===== src/rtl/mem_access_unit.sv =====
// rtl/mem_access_unit.sv - single-outstanding RV32 load/store unit with read-modify-write sub-word stores
module mem_access_unit #(
  parameter logic [31:0] MEM_BASE = 32'h8000_0000,
  parameter int unsigned MEM_SIZE = 16384
) (
  input  logic        clk,
  input  logic        rst,
  input  logic        req_valid,
  output logic        req_ready,
  input  logic        req_we,
  input  logic [2:0]  req_funct3,
  input  logic [31:0] req_addr,
  input  logic [31:0] req_wdata,
  output logic        resp_valid,
  output logic [31:0] resp_rdata,
  output logic        resp_err,
  output logic [31:0] mem_addr,
  input  logic [31:0] mem_rdata,
  output logic        mem_we,
  output logic [31:0] mem_write_addr,
  output logic [31:0] mem_wdata
);

  typedef enum logic [1:0] {IDLE, READ, WRITE, RESP} state_t;

  localparam logic [32:0] WIN_LO = {1'b0, MEM_BASE};
  localparam logic [32:0] WIN_HI = {1'b0, MEM_BASE} + 33'(MEM_SIZE) - 33'd1;

  state_t      state_q, state_d;
  logic [31:0] addr_q, addr_d;
  logic [31:0] wdata_q, wdata_d;
  logic [31:0] word_q, word_d;
  logic [2:0]  funct3_q, funct3_d;
  logic        we_q, we_d;
  logic        err_q, err_d;

  logic        accept;
  logic        req_err;
  logic [32:0] last_addr;
  logic [1:0]  size_m1;
  logic        misaligned;
  logic        bad_funct3;
  logic        out_of_window;
  logic [31:0] word_word_aligned;
  logic [31:0] lane_shifted;
  logic [7:0]  ld_byte;
  logic [15:0] ld_half;
  logic [31:0] ld_value;
  logic [31:0] st_merged;

  assign accept = req_valid & req_ready;
  assign word_word_aligned = {addr_q[31:2], 2'b00};

  // Classify the incoming request: alignment, encoding and address-window legality
  always_comb begin
    size_m1 = 2'd3;
    case (req_funct3[1:0])
      2'b00:   size_m1 = 2'd0;
      2'b01:   size_m1 = 2'd1;
      default: size_m1 = 2'd3;
    endcase
    misaligned = ((req_funct3[1:0] == 2'b01) && req_addr[0]) ||
                 ((req_funct3[1:0] == 2'b10) && (req_addr[1:0] != 2'b00));
    if (req_we) begin
      bad_funct3 = (req_funct3 >= 3'd3);
    end else begin
      bad_funct3 = (req_funct3 == 3'd3) || (req_funct3 == 3'd6) || (req_funct3 == 3'd7);
    end
    // 33-bit sum so an access near 0xFFFFFFFF cannot wrap back into the window
    last_addr     = {1'b0, req_addr} + {31'b0, size_m1};
    out_of_window = ({1'b0, req_addr} < WIN_LO) || (last_addr > WIN_HI);
    req_err       = misaligned || bad_funct3 || out_of_window;
  end

  // Sign/zero-extend the addressed lane of the word captured in READ
  always_comb begin
    lane_shifted = word_q >> {addr_q[1:0], 3'b000};
    ld_byte      = lane_shifted[7:0];
    ld_half      = addr_q[1] ? word_q[31:16] : word_q[15:0];
    case (funct3_q)
      3'd0:    ld_value = {{24{ld_byte[7]}}, ld_byte};
      3'd4:    ld_value = {24'b0, ld_byte};
      3'd1:    ld_value = {{16{ld_half[15]}}, ld_half};
      3'd5:    ld_value = {16'b0, ld_half};
      default: ld_value = word_q;
    endcase
  end

  // Merge store data into the captured word; full-word stores bypass the merge
  always_comb begin
    st_merged = word_q;
    case (funct3_q[1:0])
      2'b00: begin
        case (addr_q[1:0])
          2'd0:    st_merged[7:0]   = wdata_q[7:0];
          2'd1:    st_merged[15:8]  = wdata_q[7:0];
          2'd2:    st_merged[23:16] = wdata_q[7:0];
          default: st_merged[31:24] = wdata_q[7:0];
        endcase
      end
      2'b01: begin
        if (addr_q[1]) st_merged[31:16] = wdata_q[15:0];
        else           st_merged[15:0]  = wdata_q[15:0];
      end
      default: st_merged = wdata_q;
    endcase
  end

  // Next-state and request latching
  always_comb begin
    state_d  = state_q;
    addr_d   = addr_q;
    wdata_d  = wdata_q;
    word_d   = word_q;
    funct3_d = funct3_q;
    we_d     = we_q;
    err_d    = err_q;
    case (state_q)
      IDLE: begin
        if (accept) begin
          addr_d   = req_addr;
          wdata_d  = req_wdata;
          funct3_d = req_funct3;
          we_d     = req_we;
          err_d    = req_err;
          word_d   = 32'b0;
          if (req_err)                          state_d = RESP;
          else if (req_we && req_funct3 == 3'd2) state_d = WRITE;
          else                                   state_d = READ;
        end
      end
      READ: begin
        word_d  = mem_rdata;
        state_d = we_q ? WRITE : RESP;
      end
      WRITE:   state_d = RESP;
      default: state_d = IDLE;
    endcase
  end

  // Outputs decoded from the current state; reset also masks handshakes and the write strobe
  always_comb begin
    req_ready      = (state_q == IDLE) && !rst;
    mem_addr       = (state_q == IDLE) ? 32'b0 : word_word_aligned;
    mem_write_addr = mem_addr;
    mem_we         = (state_q == WRITE) && !rst;
    mem_wdata      = (state_q == WRITE) ? st_merged : 32'b0;
    resp_valid     = (state_q == RESP) && !rst;
    resp_err       = resp_valid && err_q;
    resp_rdata     = (resp_valid && !err_q && !we_q) ? ld_value : 32'b0;
  end

  // State and latched-request registers
  always_ff @(posedge clk) begin
    if (rst) begin
      state_q  <= IDLE;
      addr_q   <= 32'b0;
      wdata_q  <= 32'b0;
      word_q   <= 32'b0;
      funct3_q <= 3'b0;
      we_q     <= 1'b0;
      err_q    <= 1'b0;
    end else begin
      state_q  <= state_d;
      addr_q   <= addr_d;
      wdata_q  <= wdata_d;
      word_q   <= word_d;
      funct3_q <= funct3_d;
      we_q     <= we_d;
      err_q    <= err_d;
    end
  end

endmodule


===== config.mk =====
export PLATFORM = sky130hd
export DESIGN_NAME = mem_access_unit
export DESIGN_NICKNAME = d
export VERILOG_FILES = /design/src/rtl/mem_access_unit.sv
export SDC_FILE = /design/constraint.sdc
export NUM_CORES = 1
export LEC_CHECK = 0
export ABC_AREA = 1
export CAP_MARGIN = 20
export CORE_UTILIZATION = 29
export DETAILED_ROUTE_END_ITERATION = 7
export GPL_TIMING_DRIVEN = 0
export HOLD_SLACK_MARGIN = 0.06
export SLEW_MARGIN = 20
export SYNTH_ARGS = -nofsm -noshare
export SYNTH_HDL_FRONTEND = slang
export SYNTH_SLANG_ARGS = --single-unit
export TNS_END_PERCENT = 1

===== constraint.sdc =====
create_clock -name clk -period 2.6 [get_ports clk]
set_input_delay 0.26 -clock clk [delete_from_list [all_inputs] [get_ports clk]]
set_output_delay 0.26 -clock clk [all_outputs]
set_load 0.01 [all_outputs]

==> results of run 1 <==
routing by layer:
metal,global-route usage (%),vias to the layer above,routed length (µm)
met5,0,-,0
met3,4.023,56,2149
li1,-,4324,-
met4,7.899,0,932
met1,30.04,4068,13050
met2,40.99,402,14460
what timing repair did:
| action | 4_1_cts | 5_1_grt |
|---|---|---|
| setup buffers | 12 | 0 |
| pin swaps | 12 | 5 |
| hold endpoints to repair | 0 | 0 |
| resized for setup | 161 | 41 |
| gates cloned | 1 | 0 |
| endpoints found under the setup margin | 221 | 60 |
per-stage QoR:
stage / instance area [µm²] / TNS (ns) / instances
final: 10410 / -0.1955 / 1747
after global routing: 10410 / -1.064 / 1747
after CTS: 10330 / -0.4794 / 1747
after detailed placement: 9843 / -25.07 / 1721
after global placement: 9843 / -27.44 / 1721
after floorplan: 7146 / 0 / 1168
flip-flops by register name (all words and copies together) (netlist names):
signal / cells
addr_q: 32
err_q: 1
funct3_q: 3
state_q: 2
wdata_q: 32
we_q: 1
word_q: 32
path summary, 6_finish.rpt:
kind | cells past startpoint | slack, ns | to | from
setup / recovery | 9 | -0.13 | mem_wdata[8] | addr_q[1]
hold / removal | 2 | 0.22 | state_q[1] | rst
setup reg to reg | 9 | 0.22 | wdata_q[15] | state_q[1]
hold reg to reg | 2 | 0.47 | addr_q[5] | addr_q[5]
cells by family (layout without fill, tap and decap cells):
group	after synthesis	in the layout	synth area share [%]
buffers and inverters	264	519	15.85
multiplexers	1	1	0.1578
AND/OR/NAND/NOR	498	498	30.69
AO/OA/AOI/OAI	290	290	22.89
adder cells (fa/ha/maj)	7	7	1.333
other	1	4	0.05256
XOR/XNOR	1	1	0.1228
flip-flops	103	103	28.90
power breakdown:
group / internal, µW / leakage, µW / total, µW / switching (µW)
clock: 751 / 0.000140 / 1410 / 654
sequential: 1830 / 0.000845 / 2050 / 224
combinational: 1040 / 0.00350 / 2610 / 1570
worst max-delay path, stage by stage, from the launching register on:
cell	delay, ns
dfxtp_4	0.40
buf_6	0.13
buf_4	0.14
nor2_2	0.06
buf_8	0.14
nor2_4	0.23
inv_1	0.10
a221oi_1	0.29
nor2_1	0.12
clkdlybuf4s50_1	0.49
cell type report:
type | count | share of cell area (%)
Buffer | 99 | 5.603
Clock buffer | 9 | 2.164
Clock inverter | 6 | 0.6733
Inverter | 163 | 6.012
Multi-Input combinational cell | 801 | 39.51
Sequential cell | 103 | 19.95
Tap cell | 324 | 3.896
Timing Repair Buffer | 242 | 22.20
synthesized netlist by cell type (9+ instances only):
master / instances / share of area (%)
nor2_2: 10 / 0.88
o21ai_0: 111 / 7.8
buf_4: 35 / 3.7
buf_1: 9 / 0.47
a22oi_1: 11 / 1.2
nand3_1: 148 / 10
dfxtp_1: 103 / 29
o211ai_1: 12 / 1.3
nor2_1: 96 / 5.1
clkbuf_1: 55 / 2.9
a31oi_1: 10 / 0.88
o221ai_1: 11 / 1.4
nand2_1: 212 / 11
a21oi_1: 114 / 8.0
inv_1: 155 / 8.2
==> metrics.cfg, run 1 <==
[run_status]
status = complete, but fails checks
violations = setup timing

[floorplanning]
die_area_um2 = 25230
die_h_um = 158.8
fp.dieW_um = 158.8
core_area_um2 = 24250
ioPinCount = 235
num_rows = 57
start_util_pct = 29.42

[global_routing]
grt_pass1_vias = 8459
antenna_found_initial = 0
overflow = 0
grt_max_degree = 18
grt_pass1_wl_um = 47020
grtUsageTotal_pct = 23.87

[yosys]
ys_seq_elements = 103
netlist_instances = 1165
synthFlopType = dfxtp_1
postSynthAreaPerCell_um2 = 6.124
synth-edff-count = 0
synthArstFlopShare_pct = 0
synth.distinct_cells = 43
seq_area_frac_synth_pct = 28.90
ys_warn_count = 0
netlist_area_um2 = 7134

[worst_setup_path]
crit_fanout = 10
crit_type = flip-flop to output pin
required_ns = 2.34
start_kind = flip-flop
crit_arrival_ns = 2.47
end_kind = output pin

[clocking]
cts_buffers = 9
clk_latency_ns = 0.36
holdBufCountCts = 0
cts_tree = done
clk_pin_slew_ns = 0.07
cts.sinks = 103
clockRootBuffer = clkbuf_16
htreeDepth = 3
clockBufferDepth = 2

[placement]
place_congestion = 1.005
dp_hpwl_um = 24670
port-buffer-count = 229
pre_cts_ws_ns = -0.7415

[routing]
wl_per_cell_um = 17.51
drcViolationCount = 0
viasPerCell = 5.066
dr.pass1.iters = 8
ant_nets = 0
drt-total-wl_um = 30590
num_vias = 8850
drtIter0Drc = 638

[final_layout]
fin_util_pct = 42.92
seqCellArea_um2 = 2076
layout-drive-gt1-share_pct = 11.81
antenna_cells = 0
fillers = 2629
synthToLayoutAreaGrowth_pct = 45.86
final_cell_mix = 207 x nand2_1, 176 x clkdlybuf4s50_1, 153 x inv_1, 148 x nand3_1, 110 x a21oi_1
multi_input_area_um2 = 4111
layout_commonest_cell = nand2_1
fin_nets = 1529

[timing]
final-setup-viol-count = 2
timing.fmax_mhz = 366.4
fin_ws_ns = -0.1290
hold_viol_final = 0
relSlewSlack_pct = 60.49
fin_skew_ns = 0.009814
period_share_pct = 105.0
rsz0062_at_grt = yes
fin_hold_ws_ns = 0.2194
worst_slew_pin_slew_ns = 0.5927
fin_crit_ns = 2.729
slew_viol_final = 0

[power_and_ir_drop]
finalPower_uw = 6069
peakVddDrop_uv = 413.7
power.static_leakage_uw = 0.004487
pwr_density_cell_nw_per_um2 = 583.2

[run]
maxCapViolCount = 0

[worst_hold_path]
hp-class = input port to flip-flop

Note: power is estimated with default switching activity, not from simulation.
==> run 2, diff against run 1 <==
Settings changed: TNS_END_PERCENT 1 to not set.
==> run 2 against run 1 <==
The flow now finishes without violations. Combinational power increased by 2%. Sequential share of layout area fell by 0.22 points. Global-route usage is 0.10 points higher. Sequential cell count did not move. Final cell count grew 0.57%. Via count is 0.44% higher. Clock skew up 0.0016 ns. Power is 0.81% higher. Fmax grew 5.9%. Critical path type unchanged.
==> metrics.cfg, run 2 (synthesis results as in run 1) <==
[worst_setup_path]
crit_arrival_ns = 2.32  ; -0.15 ns
required_ns = 2.34  ; about the same
cp_cell_sequence = clkbuf_4, clkbuf_2, nand2_1, o221ai_1, o21ai_0, inv_1, clkdlybuf4s50_1
crit_type = flip-flop to output pin
cp-endpoint = mem_wdata[25]
critical_path_cell_count = 7  ; -2
start_kind = flip-flop
worstReg2RegEnd = wdata_q[15]
slowest_stage = clkdlybuf4s50_1
cp_top_family = buffers and inverters
crit_start = funct3_q[1]
crit_buf_inv = 4  ; -1
reg2reg_from = state_q[1]
critPathMaxStageDelay_ns = 0.49  ; about the same
r2r_slack_ns = 0.20  ; -0.02 ns
crit_fanout = 10  ; unchanged
r2r.worst_path.cells = 9  ; unchanged
end_kind = output pin

[final_layout]
fin_util_pct = 43.38  ; +0.47 points
fin_nets = 1539  ; +0.65%
layout_commonest_cell = nand2_1
reg_top3 = addr_q: 32 flops, wdata_q: 32 flops, word_q: 32 flops
antenna_cells = 0  ; unchanged
final_cell_mix = 206 x nand2_1, 169 x clkdlybuf4s50_1, 152 x inv_1, 148 x nand3_1
layout-drive-gt1-share_pct = 12.84  ; +1.0 points
synthToLayoutAreaGrowth_pct = 47.46

[placement]
place_congestion = 1.005  ; unchanged
pre_cts_ws_ns = -0.7415  ; unchanged
port-buffer-count = 229  ; unchanged
dp_hpwl_um = 24670  ; unchanged

[timing]
worst_slew_pin_slew_ns = 0.5938  ; +0.001128 ns
fin_crit_ns = 2.576  ; -0.1530 ns
relSlewSlack_pct = 60.41  ; -0.075 points
timing.fmax_mhz = 388.2  ; +5.9%
fin_hold_ws_ns = 0.2130  ; -0.006393 ns
fin_skew_ns = 0.01141  ; +0.001596 ns
hold_viol_final = 0  ; unchanged
rsz0062_at_grt = yes
period_share_pct = 99.08  ; -5.9 points
final-setup-viol-count = 0  ; -2
fin_ws_ns = 0.02400  ; +0.1530 ns
slew_viol_final = 0  ; unchanged

[routing]
ant_nets = 0  ; unchanged
drt-total-wl_um = 30810  ; +0.73%
num_vias = 8889  ; +0.44%
drtIter0Drc = 766  ; +20%
viasPerCell = 5.059  ; -0.13%
wl_per_cell_um = 17.54  ; +0.16%
dr.pass1.iters = 6  ; -2
drcViolationCount = 0  ; unchanged

[floorplanning]
fp.dieW_um = 158.8  ; unchanged
die_h_um = 158.8  ; unchanged
die_area_um2 = 25230  ; unchanged
num_rows = 57  ; unchanged
start_util_pct = 29.42  ; unchanged
ioPinCount = 235  ; unchanged
core_area_um2 = 24250  ; unchanged

[clocking]
clockRootBuffer = clkbuf_16
cts_tree = done
cts_buffers = 9  ; unchanged
clk_pin_slew_ns = 0.08  ; about the same
clk_latency_ns = 0.36  ; about the same
htreeDepth = 3  ; unchanged
cts.sinks = 103  ; unchanged
clockBufferDepth = 2  ; unchanged

[global_routing]
grt_max_degree = 18  ; unchanged
grtUsageTotal_pct = 23.97  ; +0.10 points
antenna_found_initial = 0  ; unchanged
grt_pass1_vias = 8457  ; -0.024%
overflow = 0  ; unchanged
grt_pass1_wl_um = 47220  ; +0.41%

[worst_hold_path]
min_path_cells = 2  ; unchanged
hp-class = input port to flip-flop

[power_and_ir_drop]
pwr_density_cell_nw_per_um2 = 581.6  ; -0.29%
finalPower_uw = 6118  ; +0.81%
power.static_leakage_uw = 0.004586  ; +2.2%
peakVddDrop_uv = 414.0  ; about the same

[run]
maxCapViolCount = 0  ; unchanged

[run_status]
status = finished clean

[run 2: power breakdown]
part | internal (µW) | switching [µW]
Clock | 751 | 658
Combinational | 1070 | 1590
Sequential | 1830 | 224
Total | 3650 | 2470
[run 2: how the worst min path moves through the flow]
stage,startpoint,slack [ns],to
3_3_place_gp,addr_q[5],0.45,addr_q[5]
5_1_grt,rst,0.24,state_q[1]
4_1_cts,rst,0.22,state_q[1]
2_1_floorplan,req_wdata[20],0.37,wdata_q[20]
3_5_place_dp,addr_q[5],0.46,addr_q[5]
6_report,rst,0.21,state_q[1]
[run 2: metal layers]
layer	share of wire [%]	global-route usage [%]	wire, µm	vias to the layer above
met5	0	0	0	-
met3	7.2	3.762	2213	49
met2	48	41.45	14700	409
met1	42	30.36	13070	4093
li1	-	-	-	4338
met4	2.7	7.237	825	0
[run 2: final cells by class]
cell class | instances | area, µm²
clock inverter | 6 | 70.07
timing repair buffer | 252 | 2387
tap | 324 | 405.4
fill | 2636 | 13730
multi-input combinational | 801 | 4154
sequential | 103 | 2076
inverter | 163 | 625.6
buffer | 99 | 576.8
clock buffer | 9 | 225.2
[run 2: repair_timing]
| action | CTS | global route |
|---|---|---|
| resized for setup | 172 | 43 |
| setup endpoints to repair | 221 | 52 |
| hold buffers | 0 | 0 |
| setup buffers | 14 | 8 |
| pin swaps | 13 | 9 |
| cloned | 1 | 0 |
[run 2: worst register-to-register path: cells and delay by family (launching register included)]
| family | cells | cell delay, ns |
|---|---|---|
| buf+inv | 4 | 0.81 |
| fa+ha+maj | 1 | 0.32 |
| compound gates | 2 | 0.50 |
| flops | 1 | 0.35 |
| simple gates | 2 | 0.29 |
[run 2: metrics by stage]
stage	area [µm²]	TNS, ns	cells
2_1_floorplan	7146	0	1168
3_3_place_gp	9843	-27.44	1721
3_5_place_dp	9843	-25.07	1721
4_1_cts	10360	-0.001263	1749
5_1_grt	10520	-0.4995	1757
6_report	10520	0	1757
==> run 3, diff against run 2 <==
Settings changed: CORE_UTILIZATION 29 to 47, PLACE_DENSITY set to 0.82.
==> run 3 against run 2 <==
The flow now finishes with violations (DRC, setup timing). First-iteration DRC count is 14% higher. Fmax is 3.5% lower. Register-to-register slack improved by 0.07 ns. Via count is 4.0% higher. Worst setup slack got worse by 0.093 ns. Critical path depth fell by 2. Routed wire length fell by 4.6%. Count of clock-buffer cells in the layout is 1 higher. Worst hold slack lost 0.031 ns. Largest cell class unchanged. Highest routed layer is now met5.
==> metrics.cfg, run 3 (synthesis results as in run 1) <==
[routing]
wl_met3_um = 2573  ; +16%
drcViolationCount = 40  ; +40
num_vias = 9247  ; +4.0%
wl_per_cell_um = 18.07  ; +3.0%
wl_met1_um = 11510  ; -12%
drt-total-wl_um = 29410  ; -4.6%
drtIter0Drc = 874  ; +14%
dr.pass1.iters = 8  ; +2
viasPerCell = 5.680  ; +12%
ant_nets = 0  ; unchanged
highest_layer = met5
dr_wl_met2_um = 13920  ; -5.3%

[global_routing]
grtUsageTotal_pct = 36.94  ; +13 points
grt_pass1_vias = 8434  ; -0.27%
grt_pass1_wl_um = 45140  ; -4.4%
overflow = 0  ; unchanged
grt_max_degree = 18  ; unchanged
antenna_found_initial = 1  ; +1

[clocking]
holdBufCountCts = 0  ; unchanged
cts.sinks = 103  ; unchanged
cts_buffers = 9  ; unchanged
clk_latency_ns = 0.36  ; about the same
cts_tree = done
htreeDepth = 3  ; unchanged
clockRootBuffer = clkbuf_16
clockBufferDepth = 2  ; unchanged
clk_pin_slew_ns = 0.07  ; about the same

[worst_setup_path]
reg2reg_from = state_q[1]
cp-endpoint = mem_wdata[30]
start_kind = flip-flop
worstReg2RegEnd = wdata_q[0]
crit_fanout = 10  ; unchanged
crit_start = funct3_q[1]
crit_type = flip-flop to output pin
r2r.worst_path.cells = 8  ; -1
end_kind = output pin
required_ns = 2.34  ; about the same
r2r_slack_ns = 0.27  ; +0.07 ns
crit_arrival_ns = 2.41  ; +0.09 ns

[floorplanning]
core_area_um2 = 14700  ; -39%
fp.dieW_um = 125.2  ; -21%
start_util_pct = 48.54  ; +19 points
die_h_um = 125.2  ; -21%
num_rows = 44  ; -23%
ioPinCount = 235  ; unchanged
die_area_um2 = 15680  ; -38%

[timing]
hold_viol_final = 0  ; unchanged
timing.fmax_mhz = 374.6  ; -3.5%
fin_ws_ns = -0.06929  ; -0.09329 ns
relSlewSlack_pct = 47.96  ; -12 points
final-setup-viol-count = 9  ; +9
rsz0062_at_grt = yes
slew_viol_final = 0  ; unchanged
period_share_pct = 102.7  ; +3.6 points
fin_skew_ns = 0.004477  ; -0.006933 ns
worst_slew_pin_slew_ns = 0.7806  ; +0.1868 ns
fin_setup_tns_ns = -0.1655  ; -0.1655 ns
fin_crit_ns = 2.669  ; +0.09329 ns
fin_hold_ws_ns = 0.1817  ; -0.03132 ns

[power_and_ir_drop]
power.static_leakage_uw = 0.004802  ; +4.7%
pwr_density_cell_nw_per_um2 = 604.7  ; +4.0%
peakVddDrop_uv = 408.0  ; -1.4%

[final_layout]
fin_nets = 1549  ; +0.65%
layoutNonFillerInstCount = 1628  ; -7.3%
layout-drive-gt1-share_pct = 15.58  ; +2.7 points
final_cell_mix = 207 x nand2_1, 170 x clkdlybuf4s50_1, 150 x inv_1, 148 x nand3_1, 106 x o21ai_0
fillers = 1239  ; -53%
layout_commonest_cell = nand2_1
synthToLayoutAreaGrowth_pct = 50.35
antenna_cells = 0  ; unchanged
fin_util_pct = 72.97  ; +30 points
reg_top3 = addr_q: 32 flops, wdata_q: 32 flops, word_q: 32 flops

[placement]
port-buffer-count = 229  ; unchanged
dp_hpwl_um = 22990  ; -6.8%
dp_cells = 1581  ; -8.1%
place_congestion = 1.045  ; +4.0%

[run_status]
violations = DRC, setup timing
status = complete, but fails checks

[run]
maxCapViolCount = 0  ; unchanged

[worst_hold_path]
hp-class = input port to flip-flop

[run 3: cell type report]
type	count	area [µm²]	area share, %
multi-input combinational	801	4294	40.03
timing repair buffer	262	2530	23.59
sequential	103	2077	19.36
inverter	163	630.6	5.879
buffer	99	610.6	5.692
clock buffer	10	239.0	2.228
tap	184	230.2	2.146
clock inverter	6	115.1	1.073
[run 3: how the worst min path moves through the flow]
stage / start / endpoint / slack [ns] / cells after the start
6_report: rst / state_q[0] / 0.18 / 2
4_1_cts: rst / state_q[0] / 0.18 / 2
2_1_floorplan: req_wdata[20] / wdata_q[20] / 0.37 / 2
3_3_place_gp: addr_q[20] / addr_q[20] / 0.44 / 2
5_1_grt: rst / state_q[0] / 0.19 / 2
3_5_place_dp: addr_q[17] / addr_q[17] / 0.45 / 2
[run 3: report_power, final]
group,internal (µW),switching (µW)
clock network,975,658
logic,1140,1660
registers,1830,222
total,3950,2540
[run 3: critical path: stages, from the launching register on]
cell and delay [ns]:
dfxtp_2 0.39, clkbuf_4 0.29, clkbuf_4 0.29, nand2_1 0.13, a31oi_1 0.32, clkdlybuf4s50_1 0.62
[run 3: through the flow]
| stage | worst slack [ns] | cell area (µm²) | total power [µW] |
|---|---|---|---|
| detailed placement | -0.7275 | 9668 | 4485 |
| global route | -0.1230 | 10730 | 6774 |
| CTS | -0.005030 | 10460 | 6290 |
| finish | -0.06929 | 10730 | 6487 |
| floorplan | 0.2701 | 7146 | 3398 |
| global placement | -0.6987 | 9668 | 4454 |
[run 3: repair_timing]
action / 4_1_cts / 5_1_grt
endpoints found under the setup margin: 109 / 153
setup buffers: 23 / 10
pin swaps: 19 / 14
resized for setup: 169 / 101
hold endpoints to repair: 0 / 0
[run 3: routing by layer]
| metal | vias up | global-route usage, % |
|---|---|---|
| met2 | 547 | 63.72 |
| met1 | 4222 | 44.38 |
| met3 | 112 | 5.948 |
| met5 | - | 0 |
| li1 | 4364 | - |
| met4 | 2 | 18.87 |
